[config.mk]
export PLATFORM = sky130hd
export DESIGN_NAME = mul_div_seq
export DESIGN_NICKNAME = d
export VERILOG_FILES = /design/src/rtl/mul_div_seq.sv
export SDC_FILE = /design/constraint.sdc
export NUM_CORES = 1
export LEC_CHECK = 0
export ABC_AREA = 1
export BUFFER_PORTS_ARGS = -buffer_cell sky130_fd_sc_hd__buf_4
export CORE_MARGIN = 3
export CORE_UTILIZATION = 41
export CTS_CLUSTER_SIZE = 16
export DETAILED_ROUTE_END_ITERATION = 7
export GPL_TIMING_DRIVEN = 0
export PLACE_DENSITY = 0.67
export SYNTH_ARGS = -nofsm -noshare
export SYNTH_HDL_FRONTEND = slang
export SYNTH_SLANG_ARGS = --single-unit
[constraint.sdc]
create_clock -name i_clk -period 2.16 [get_ports i_clk]
set_input_delay 0.432 -clock i_clk [delete_from_list [all_inputs] [get_ports i_clk]]
set_output_delay 0.432 -clock i_clk [all_outputs]
set_load 0.01 [all_outputs]
[src/rtl/mul_div_seq.sv]
// mul_div_seq: iterative unsigned MULTU/DIVU sequencer producing HI/LO.
// It owns no adder. Each step drives one shared external N-bit adder
// (Cin = 0, add only) and consumes its sum at the next clock edge.
// Ports:
//   i_clk, i_rst_n    rising-edge clock, synchronous active-low reset
//   i_start, i_op     start request (IDLE only); 0 = MULTU, 1 = DIVU
//   i_a, i_b          multiplicand/dividend, multiplier/divisor
//   o_add_a, o_add_b  operands to the shared adder (decoded from registers)
//   i_add_sum         sum returned by the shared adder
//   o_busy, o_done    busy in NEG/ITER; one-cycle completion pulse
//   o_hi, o_lo        high product/remainder, low product/quotient
//   o_div_by_zero     set by a DIVU with zero divisor, cleared on next start
module mul_div_seq #(
  parameter int unsigned N = 32
) (
  input  logic         i_clk,
  input  logic         i_rst_n,
  input  logic         i_start,
  input  logic         i_op,
  input  logic [N-1:0] i_a,
  input  logic [N-1:0] i_b,
  output logic [N-1:0] o_add_a,
  output logic [N-1:0] o_add_b,
  input  logic [N-1:0] i_add_sum,
  output logic         o_busy,
  output logic         o_done,
  output logic [N-1:0] o_hi,
  output logic [N-1:0] o_lo,
  output logic         o_div_by_zero
);

  localparam int unsigned CW = $clog2(N);

  typedef enum logic [1:0] {
    S_IDLE = 2'd0,
    S_NEG  = 2'd1,
    S_ITER = 2'd2,
    S_DONE = 2'd3
  } state_t;

  state_t         r_state;
  logic           r_op;
  logic [CW-1:0]  r_cnt;
  logic [N-1:0]   r_acc;   // P_hi for multiply, R for divide
  logic [N-1:0]   r_low;   // P_lo for multiply, Q for divide
  logic [N-1:0]   r_opnd;  // M for multiply, D then -D for divide

  logic           w_carry;
  logic           w_ge;
  logic           w_last;
  logic [N-1:0]   w_t;
  logic [N-1:0]   w_nxt_hi;
  logic [N-1:0]   w_nxt_lo;

  // Carry-out rebuilt from operand and sum MSBs since the adder exposes none.
  assign w_carry = (o_add_a[N-1] & o_add_b[N-1]) |
                   ((o_add_a[N-1] | o_add_b[N-1]) & ~i_add_sum[N-1]);

  // Divide: shifted partial remainder; the bit shifted out of R means T >= D.
  assign w_t    = {r_acc[N-2:0], r_low[N-1]};
  assign w_ge   = r_acc[N-1] | w_carry;
  assign w_last = (r_cnt == CW'(N - 1));

  // Result of the current ITER step for either operation.
  always_comb begin
    w_nxt_hi = {w_carry, i_add_sum[N-1:1]};
    w_nxt_lo = {i_add_sum[0], r_low[N-1:1]};
    if (r_op) begin
      w_nxt_hi = w_ge ? i_add_sum : w_t;
      w_nxt_lo = {r_low[N-2:0], w_ge};
    end
  end

  // Adder operands are a pure decode of registered state so the sum settles
  // within the cycle and is captured at the next edge.
  always_comb begin
    o_add_a = '0;
    o_add_b = '0;
    case (r_state)
      S_NEG: begin
        o_add_a = N'(1);
        o_add_b = ~r_opnd;
      end
      S_ITER: begin
        if (r_op) begin
          o_add_a = w_t;
          o_add_b = r_opnd;
        end else begin
          o_add_a = r_acc;
          o_add_b = r_low[0] ? r_opnd : '0;
        end
      end
      default: ;
    endcase
  end

  // Sequencer state, datapath registers and registered outputs.
  always_ff @(posedge i_clk) begin
    if (!i_rst_n) begin
      r_state       <= S_IDLE;
      r_op          <= 1'b0;
      r_cnt         <= '0;
      r_acc         <= '0;
      r_low         <= '0;
      r_opnd        <= '0;
      o_busy        <= 1'b0;
      o_done        <= 1'b0;
      o_hi          <= '0;
      o_lo          <= '0;
      o_div_by_zero <= 1'b0;
    end else begin
      o_done <= 1'b0;
      case (r_state)
        S_IDLE: begin
          if (i_start) begin
            o_div_by_zero <= 1'b0;
            r_op          <= i_op;
            r_cnt         <= '0;
            r_acc         <= '0;
            r_low         <= i_a;
            r_opnd        <= i_b;
            if (!i_op) begin
              o_busy  <= 1'b1;
              r_state <= S_ITER;
            end else if (i_b != '0) begin
              o_busy  <= 1'b1;
              r_state <= S_NEG;
            end else begin
              o_hi          <= i_a;
              o_lo          <= '1;
              o_div_by_zero <= 1'b1;
              o_done        <= 1'b1;
              r_state       <= S_DONE;
            end
          end
        end
        S_NEG: begin
          r_opnd  <= i_add_sum;
          r_cnt   <= '0;
          r_state <= S_ITER;
        end
        S_ITER: begin
          r_acc <= w_nxt_hi;
          r_low <= w_nxt_lo;
          r_cnt <= r_cnt + CW'(1);
          if (w_last) begin
            o_hi    <= w_nxt_hi;
            o_lo    <= w_nxt_lo;
            o_busy  <= 1'b0;
            o_done  <= 1'b1;
            r_state <= S_DONE;
          end
        end
        S_DONE: r_state <= S_IDLE;
        default: r_state <= S_IDLE;
      endcase
    end
  end

endmodule

### Word-level counts from Yosys, hierarchy flattened

Index checks and enable logic that the tools add are counted.

| cells by class | value |
|---|---|
| add/subtract/negate cells | 1 |
| equality and inequality tests | 9 |
| multiplexer cells | 41 |
| bitwise gates (word level) | 7 |
| reduce and logical (&&, ||, !) cells | 12 |

Operators with widths:

| operator | count |
|---|---|
| $mux W32 | 17 |
| $pmux W32 S2 | 7 |
| $not A32 Y32 | 1 |
| $reduce_bool A32 Y1 | 1 |
| $pmux W5 S3 | 1 |
| $reduce_and A2 Y1 | 5 |
| $mux W1 | 8 |
| $mux W2 | 4 |
| $ne A2 B2 Y1 const B | 4 |
| $pmux W2 S4 | 1 |
| $add A5 B1 Y5 const B | 1 |
| $eq A5 B5 Y1 const B | 1 |
| $mux W5 | 1 |
| $reduce_and A5 Y1 | 1 |
| $eq A2 B2 Y1 const B | 2 |
| $pmux W1 S2 | 2 |
| $reduce_and A4 Y1 | 1 |
| $reduce_bool A2 Y1 | 2 |
| $ne A3 B3 Y1 const B | 1 |
| $or A1 B1 Y1 | 3 |
| $reduce_bool A3 Y1 | 1 |
| $and A1 B1 Y1 | 2 |
| $eq A2 B1 Y1 const B | 1 |
| $logic_not A2 Y1 | 1 |
| $not A1 Y1 | 1 |

| word-level totals | value |
|---|---|
| bits in registers | 171 |
| input port bits | 100 |
| output and inout port bits | 131 |
| word-level logic and storage cells | 81 |

### Logic depth before layout (Yosys ltp)

Gate-level depths: netlist (run 1).

| depth | value |
|---|---|
| word-level depth | 11 |
| mapped depth | 14 |

### Least setup slack after synthesis (run 1)

OpenSTA, ideal clock, no wires.

| path | value |
|---|---|
| path type | flip-flop to output port |
| start | register r_state[0] |
| end | output port o_add_a[20] |
| data arrival time | 1.633 ns |
| setup slack | 0.095 ns |
| cell stages (with the launch flop) | 8 |
| cell sequence | dfxtp_1 inv_1 ha_1 buf_2 clkbuf_1 clkbuf_1 o21ai_0 a21oi_1 |

| between the ends | value |
|---|---|
| cells in the longest elaborated chain, start to end | 2 |
| elaborated cells on any way between the ends | 3 |

RTL lines:

| what | line | text |
|---|---|---|
| from (decl) | 41 | `state_t r_state;` |
| from (signal assigned) | 100 | `r_state <= S_IDLE;` |
| from (signal assigned) | 124 | `r_state <= S_ITER;` |
| from (signal assigned) | 127 | `r_state <= S_NEG;` |
| $eq A2 B2 Y1 or $eq A2 B1 Y1 (tied branches) | 79 | `case (r_state)` |
| $pmux W32 S2 (*) | 79 |  |
| to (decl) | 22 | `output logic [N-1:0] o_add_a,` |

Every way passes the cells marked *; elsewhere a longest branch is shown, timed or not.

### Worst setup path in the final report (run 1)

| path | value |
|---|---|
| start | register r_state[1] |
| end | output port o_add_a[16] |

Same word-level chain as after synthesis.

==> results of run 1 <==
-- synth_stat cells --
library cell	instances
a211oi_1	1
a21oi_1	171
a21oi_2	1
a221oi_1	1
a31oi_1	32
and3_1	2
buf_1	8
buf_2	15
buf_4	7
buf_6	3
clkbuf_1	77
dfxtp_1	171
ha_1	5
inv_1	115
inv_2	4
nand2_1	403
nand2_2	3
nand3_1	130
nand4_1	3
nor2_1	128
nor3_1	4
o21ai_0	164
o21ai_2	2
o22ai_2	1
or2_1	1
or2_2	28
xor2_1	1
-- timing repair --
action                     4_1_cts  5_1_grt
resized for setup              205      143
pin swaps                        2        8
gates cloned                     5        2
setup buffers                   12       14
setup endpoints to repair      179      181
-- sequential cells by signal, summed over array words and instances (netlist names) --
name / count
r_state: 2
r_opnd: 32
o_hi: 32
r_cnt: 5
o_done: 1
o_div_by_zero: 1
r_op: 1
r_acc: 32
r_low: 32
o_busy: 1
o_lo: 32
-- final cells by class --
| cell class | instances | area, µm² |
|---|---|---|
| inverter | 119 | 463 |
| sequential | 171 | 3430 |
| fill | 2147 | 8960 |
| multi-input combinational | 1081 | 5430 |
| clock inverter | 14 | 149 |
| tap | 280 | 350 |
| clock buffer | 18 | 429 |
| timing repair buffer | 258 | 2040 |
| buffer | 109 | 781 |
-- where the power goes --
group	internal (mW)	switching (mW)
Clock	1.55	1.54
Combinational	4.28	6.19
Sequential	4.39	0.912
-- worst max-delay path: cells and delay by family (launching register included) --
family | cells | cell delay [ns]
AND/OR/NAND/NOR | 1 | 0.06
adder cells (fa/ha/maj) | 1 | 0.29
AO/OA/AOI/OAI | 2 | 0.25
flip-flops | 1 | 0.36
buffers and inverters | 5 | 0.58
-- layer usage --
layer | track usage | up-vias | part of all wire
met1 | 0.392 | 5204 | 0.42
met5 | 0 | - | 0
met3 | 0.0513 | 79 | 0.089
met2 | 0.464 | 552 | 0.46
li1 | - | 5383 | -
met4 | 0.0905 | 0 | 0.033
-- final timing paths --
path / slack (ns) / cells after the start / end
worst max-delay path: -0.25 / 9 / o_add_a[16]
worst max register to register: -0.03 / 10 / o_hi[15]
worst min-delay path: 0.27 / 3 / r_opnd[7]
worst min register to register: 0.47 / 2 / r_acc[27]
-- through the flow --
step / cell area [µm²] / setup slack, ns / utilization / total power [mW] / cells
finish: 13100 / -0.252 / 0.593 / 18.9 / 2050
global route: 13100 / -0.302 / 0.593 / 20.1 / 2050
CTS: 12700 / -0.229 / 0.576 / 18.0 / 2039
detailed placement: 11300 / -0.708 / 0.514 / 13.7 / 1990
global placement: 11300 / -0.737 / 0.514 / 13.6 / 1990
floorplan: 9250 / 0.0953 / - / 10.3 / 1481
-- cell families after synthesis --
group | synth area share
flip-flops | 0.370
adder cells (fa/ha/maj) | 0.00676
AND/OR/NAND/NOR | 0.313
XOR/XNOR | 0.000947
buffers and inverters | 0.100
AO/OA/AOI/OAI | 0.209
==> results_dict.tcl, run 1 <==
set metrics [dict create \
    outcome "finished with violations" \
    violations "negative setup slack" \
    path_cells "inv_2, ha_4, nand2_4, inv_6, clkbuf_16, clkbuf_16, o21ai_2, a21oi_4, buf_6" \
    grt_usage 0.287 \
    clock_latency_ns 0.44 \
    yosysTopAreaCell "dfxtp_1" \
    crit_slowest_cell "dfxtp_2" \
    gp_congestion 0.917 \
    antenna_found_initial 0 \
    slew_violations 0 \
    diodes 0 \
    period_share 1.12 \
    hold_path_class "in2reg" \
    netlist_area_um2 9250 \
    dr.pass1.iters 7 \
    clock_path_buffers 2 \
    place_hpwl_um 26900 \
    htreeDepth 4 \
    die-area_um2 24400 \
    synth_top_cell_area_share 0.370 \
    clockRootBuffer "clkbuf_16" \
    io_pins 231 \
    required_ns 1.73 \
    period_minus_slack_ns 2.41 \
    initial_utilization 0.420 \
    crit_path_max_fanout 6 \
    grt_max_degree 19 \
    slew_headroom 0.492 \
    syn_inst 1481 \
    drt_wl_total_um 37000 \
    whs_ns 0.267 \
    setup_slack_ns -0.252 \
    antenna_left 0 \
    holdBufCountCts 0 \
    coreArea_um2 22000 \
    crit_path_end_kind "output pin" \
    skew_ns 0.00993 \
    tns_ns -8.70 \
    final_cell_mix "nand2_1, buf_4, dfxtp_1" \
    grt_pass1_wl_um 54800 \
    synth.distinct_cells 27 \
    peakVddDrop_v 0.000649 \
    maxCapViolCount 0 \
    num_vias 11200 \
    dr.first_iter.drc_count 1093 \
    cp-start-kind "flip-flop" \
    route.detailed.wl_per_inst_um 18.0 \
    die_x_um 156 \
    clock_sinks 171 \
    critPathKind "reg2out" \
    hold_violations 0 \
    synth_seq_area_share 0.370 \
    io_buffers 229 \
    ys_ff_latch 171 \
    drc_errors 0 \
    hold_start "i_b[7]" \
    synth_nets 1586 \
    crit_arrival_ns 1.98 \
    grt_overflow 0 \
    yosysWarnings 0 \
    setup_viol 65 \
    die_h_um 156 \
    r2r-start "r_state[1]" \
    numCtsBuffers 17 \
    placementRows 54 \
    fmax_mhz 415 \
    cp_common_cell "clkbuf_16" \
    crit_start "r_state[1]" \
    avgViaCountPerCell 5.47 \
    cts.clk_slew.worst_paths_ns 0.08 \
    syn_area_per_cell_um2 6.25 \
    max_stage_delay_ns 0.36 \
    cts_tree "yes" \
    worst_pin_slew_ns 0.763 \
    yosys-top-cells-area "dfxtp_1, nand2_1, a21oi_1, o21ai_0, nand3_1" \
    layout_commonest_cell "nand2_1" \
    finalNetCount 1862 \
    drive_gt1_frac 0.279 \
    pwr_density_cell_nw_per_um2 1440 \
    area_growth_pct 41.3 \
    grt_pass1_vias 10100 \
    power.leakage_nw 5.87 \
    rsz0062_at_grt "true" \
]
Note: power is estimated with default switching activity, not from simulation.
==> run 2, diff against run 1 <==
==> constraint.sdc (replaced) <==
create_clock -name i_clk -period 2.16 [get_ports i_clk]
set_input_delay 0.432 -clock i_clk [delete_from_list [all_inputs] [get_ports i_clk]]
set_output_delay 0.432 -clock i_clk [all_outputs]
set_load 0.02 [all_outputs]
==> run 2 against run 1 <==
  * The run still ends with negative setup slack left
  * Register-to-register slack lost 0.18 ns
  * Setup slack worse by 0.031 ns
  * Hold slack worse by 0.0037 ns
  * Die area unchanged
  * Power is 14% higher
  * Non-clock buffer count up 16
  * Core utilization increased by 6.6 points
  * Sequential cell count unchanged
  * Critical path type unchanged
  * Highest routed layer unchanged
==> results_dict.tcl, run 2 (same netlist as run 1, synthesis figures left out) <==
set metrics [dict create \
    grt_pass1_vias 10100 \
    clock_path_buffers 2 \
    required_ns 1.73 \
    route.detailed.wl_per_inst_um 19.6 \
    io_buffers 229 \
    tns_ns -19.69 \
    layout_commonest_cell "nand2_1" \
    crit_start "r_state[1]" \
    maxCapViolCount 0 \
    path_cells "inv_4, ha_4, nand2_4, inv_4, buf_8, buf_8, o21ai_1, a21oi_2, buf_6" \
    final_cell_mix "nand2_1, buf_4, dfxtp_1" \
    period_share 1.13 \
    cts_tree "yes" \
    hold_start "i_b[8]" \
    grt_overflow 0 \
    cp-endpoint "o_add_a[23]" \
    fin_util 0.660 \
    r2r_slack_ns -0.21 \
    rsz0062_at_grt "true" \
    die_h_um 156 \
    diodes 0 \
    skew_ns 0.0101 \
    finalNetCount 1880 \
    dr.first_iter.drc_count 1279 \
    hold_path_class "in2reg" \
    placementRows 54 \
    antenna_left 0 \
    violations "negative setup slack" \
    slew_headroom 0.407 \
    gp_congestion 0.939 \
    dr.pass1.iters 5 \
    htreeDepth 4 \
    holdBufCountCts 0 \
    area_growth_pct 57.1 \
    clock_latency_ns 0.45 \
    place_hpwl_um 26900 \
    die_x_um 156 \
    pwr_density_cell_nw_per_um2 1480 \
    numCtsBuffers 17 \
    grt_usage 0.290 \
    drt_wl_total_um 40600 \
    num_vias 11800 \
    hold_violations 0 \
    r2r_cells 16 \
    slew_violations 0 \
    cts.clk_slew.worst_paths_ns 0.07 \
    die-area_um2 24400 \
    crit_arrival_ns 2.01 \
    setup_viol 130 \
    grt_pass1_wl_um 55400 \
    avgViaCountPerCell 5.71 \
    r2r_end "r_acc[21]" \
    crit_path_max_fanout 7 \
    clock_sinks 171 \
    crit_slowest_cell "dfxtp_2" \
    grt_max_degree 18 \
    initial_utilization 0.420 \
    fmax_mhz 409 \
    worst_pin_slew_ns 0.890 \
    antenna_found_initial 0 \
    clockRootBuffer "clkbuf_16" \
    peakVddDrop_v 0.000717 \
    drc_errors 0 \
    io_pins 231 \
    drive_gt1_frac 0.397 \
    r2r-start "r_state[1]" \
    power.leakage_nw 6.37 \
    cp-start-kind "flip-flop" \
    critPathKind "reg2out" \
    outcome "finished with violations" \
    coreArea_um2 22000 \
    max_stage_delay_ns 0.36 \
    crit_path_end_kind "output pin" \
    period_minus_slack_ns 2.44 \
    setup_slack_ns -0.283 \
]
-- run 2: timing repair --
action                     4_1_cts  5_1_grt
gates cloned                     4        9
setup buffers                   15       19
setup endpoints to repair      180      178
pin swaps                        3       90
resized for setup              210      388
-- run 2: where the power goes --
part | total (mW) | internal, mW | switching (mW)
combinational | 12.8 | 5.00 | 7.80
sequential | 5.37 | 4.39 | 0.987
clock | 3.39 | 1.87 | 1.51
-- run 2: worst min path at each step --
stage                 endpoint  cells past startpoint
floorplan             r_acc[4]                      2
global placement      r_acc[6]                      2
detailed placement   r_acc[13]                      2
CTS                 r_opnd[28]                      3
global route        r_opnd[20]                      3
finish               r_opnd[8]                      3
-- run 2: layer usage --
| layer | routed length [µm] | vias up | GRT usage | share of wire |
|---|---|---|---|---|
| met3 | 3820 | 150 | 0.0621 | 0.094 |
| met5 | 0 | - | 0 | 0 |
| li1 | - | 5427 | - | - |
| met1 | 16300 | 5527 | 0.394 | 0.40 |
| met4 | 1880 | 0 | 0.0942 | 0.046 |
| met2 | 18600 | 713 | 0.463 | 0.46 |
-- run 2: area by class of cell --
type                    instances  area, µm²
inverters                     119        468
well taps                     280        350
multi-input cells            1083       6480
flip-flops and latches        171       3430
repair buffers                273       2370
clock inverters                14        204
clock buffers                  18        429
plain buffers                 110        796
fillers                      1908       7500
-- run 2: through the flow --
step	hold WS [ns]	setup WS, ns	cells	power (mW)	instance area (µm²)
detailed placement	0.457	-0.668	1990	14.4	11400
floorplan	0.444	0.0445	1481	11.0	9290
global route	0.262	-0.301	2068	22.7	14500
finish	0.263	-0.283	2068	21.6	14500
global placement	0.454	-0.680	1990	14.3	11400
CTS	0.263	-0.207	2041	19.1	12700
-- run 2: critical path: cells and delay by family, from the launching register on --
family / cells / cell delay [ns]
and+or+nand+nor: 1 / 0.06
buffers and inverters: 5 / 0.56
AOI/OAI and AO/OA: 2 / 0.28
adders and majority gates: 1 / 0.30
DFF: 1 / 0.36
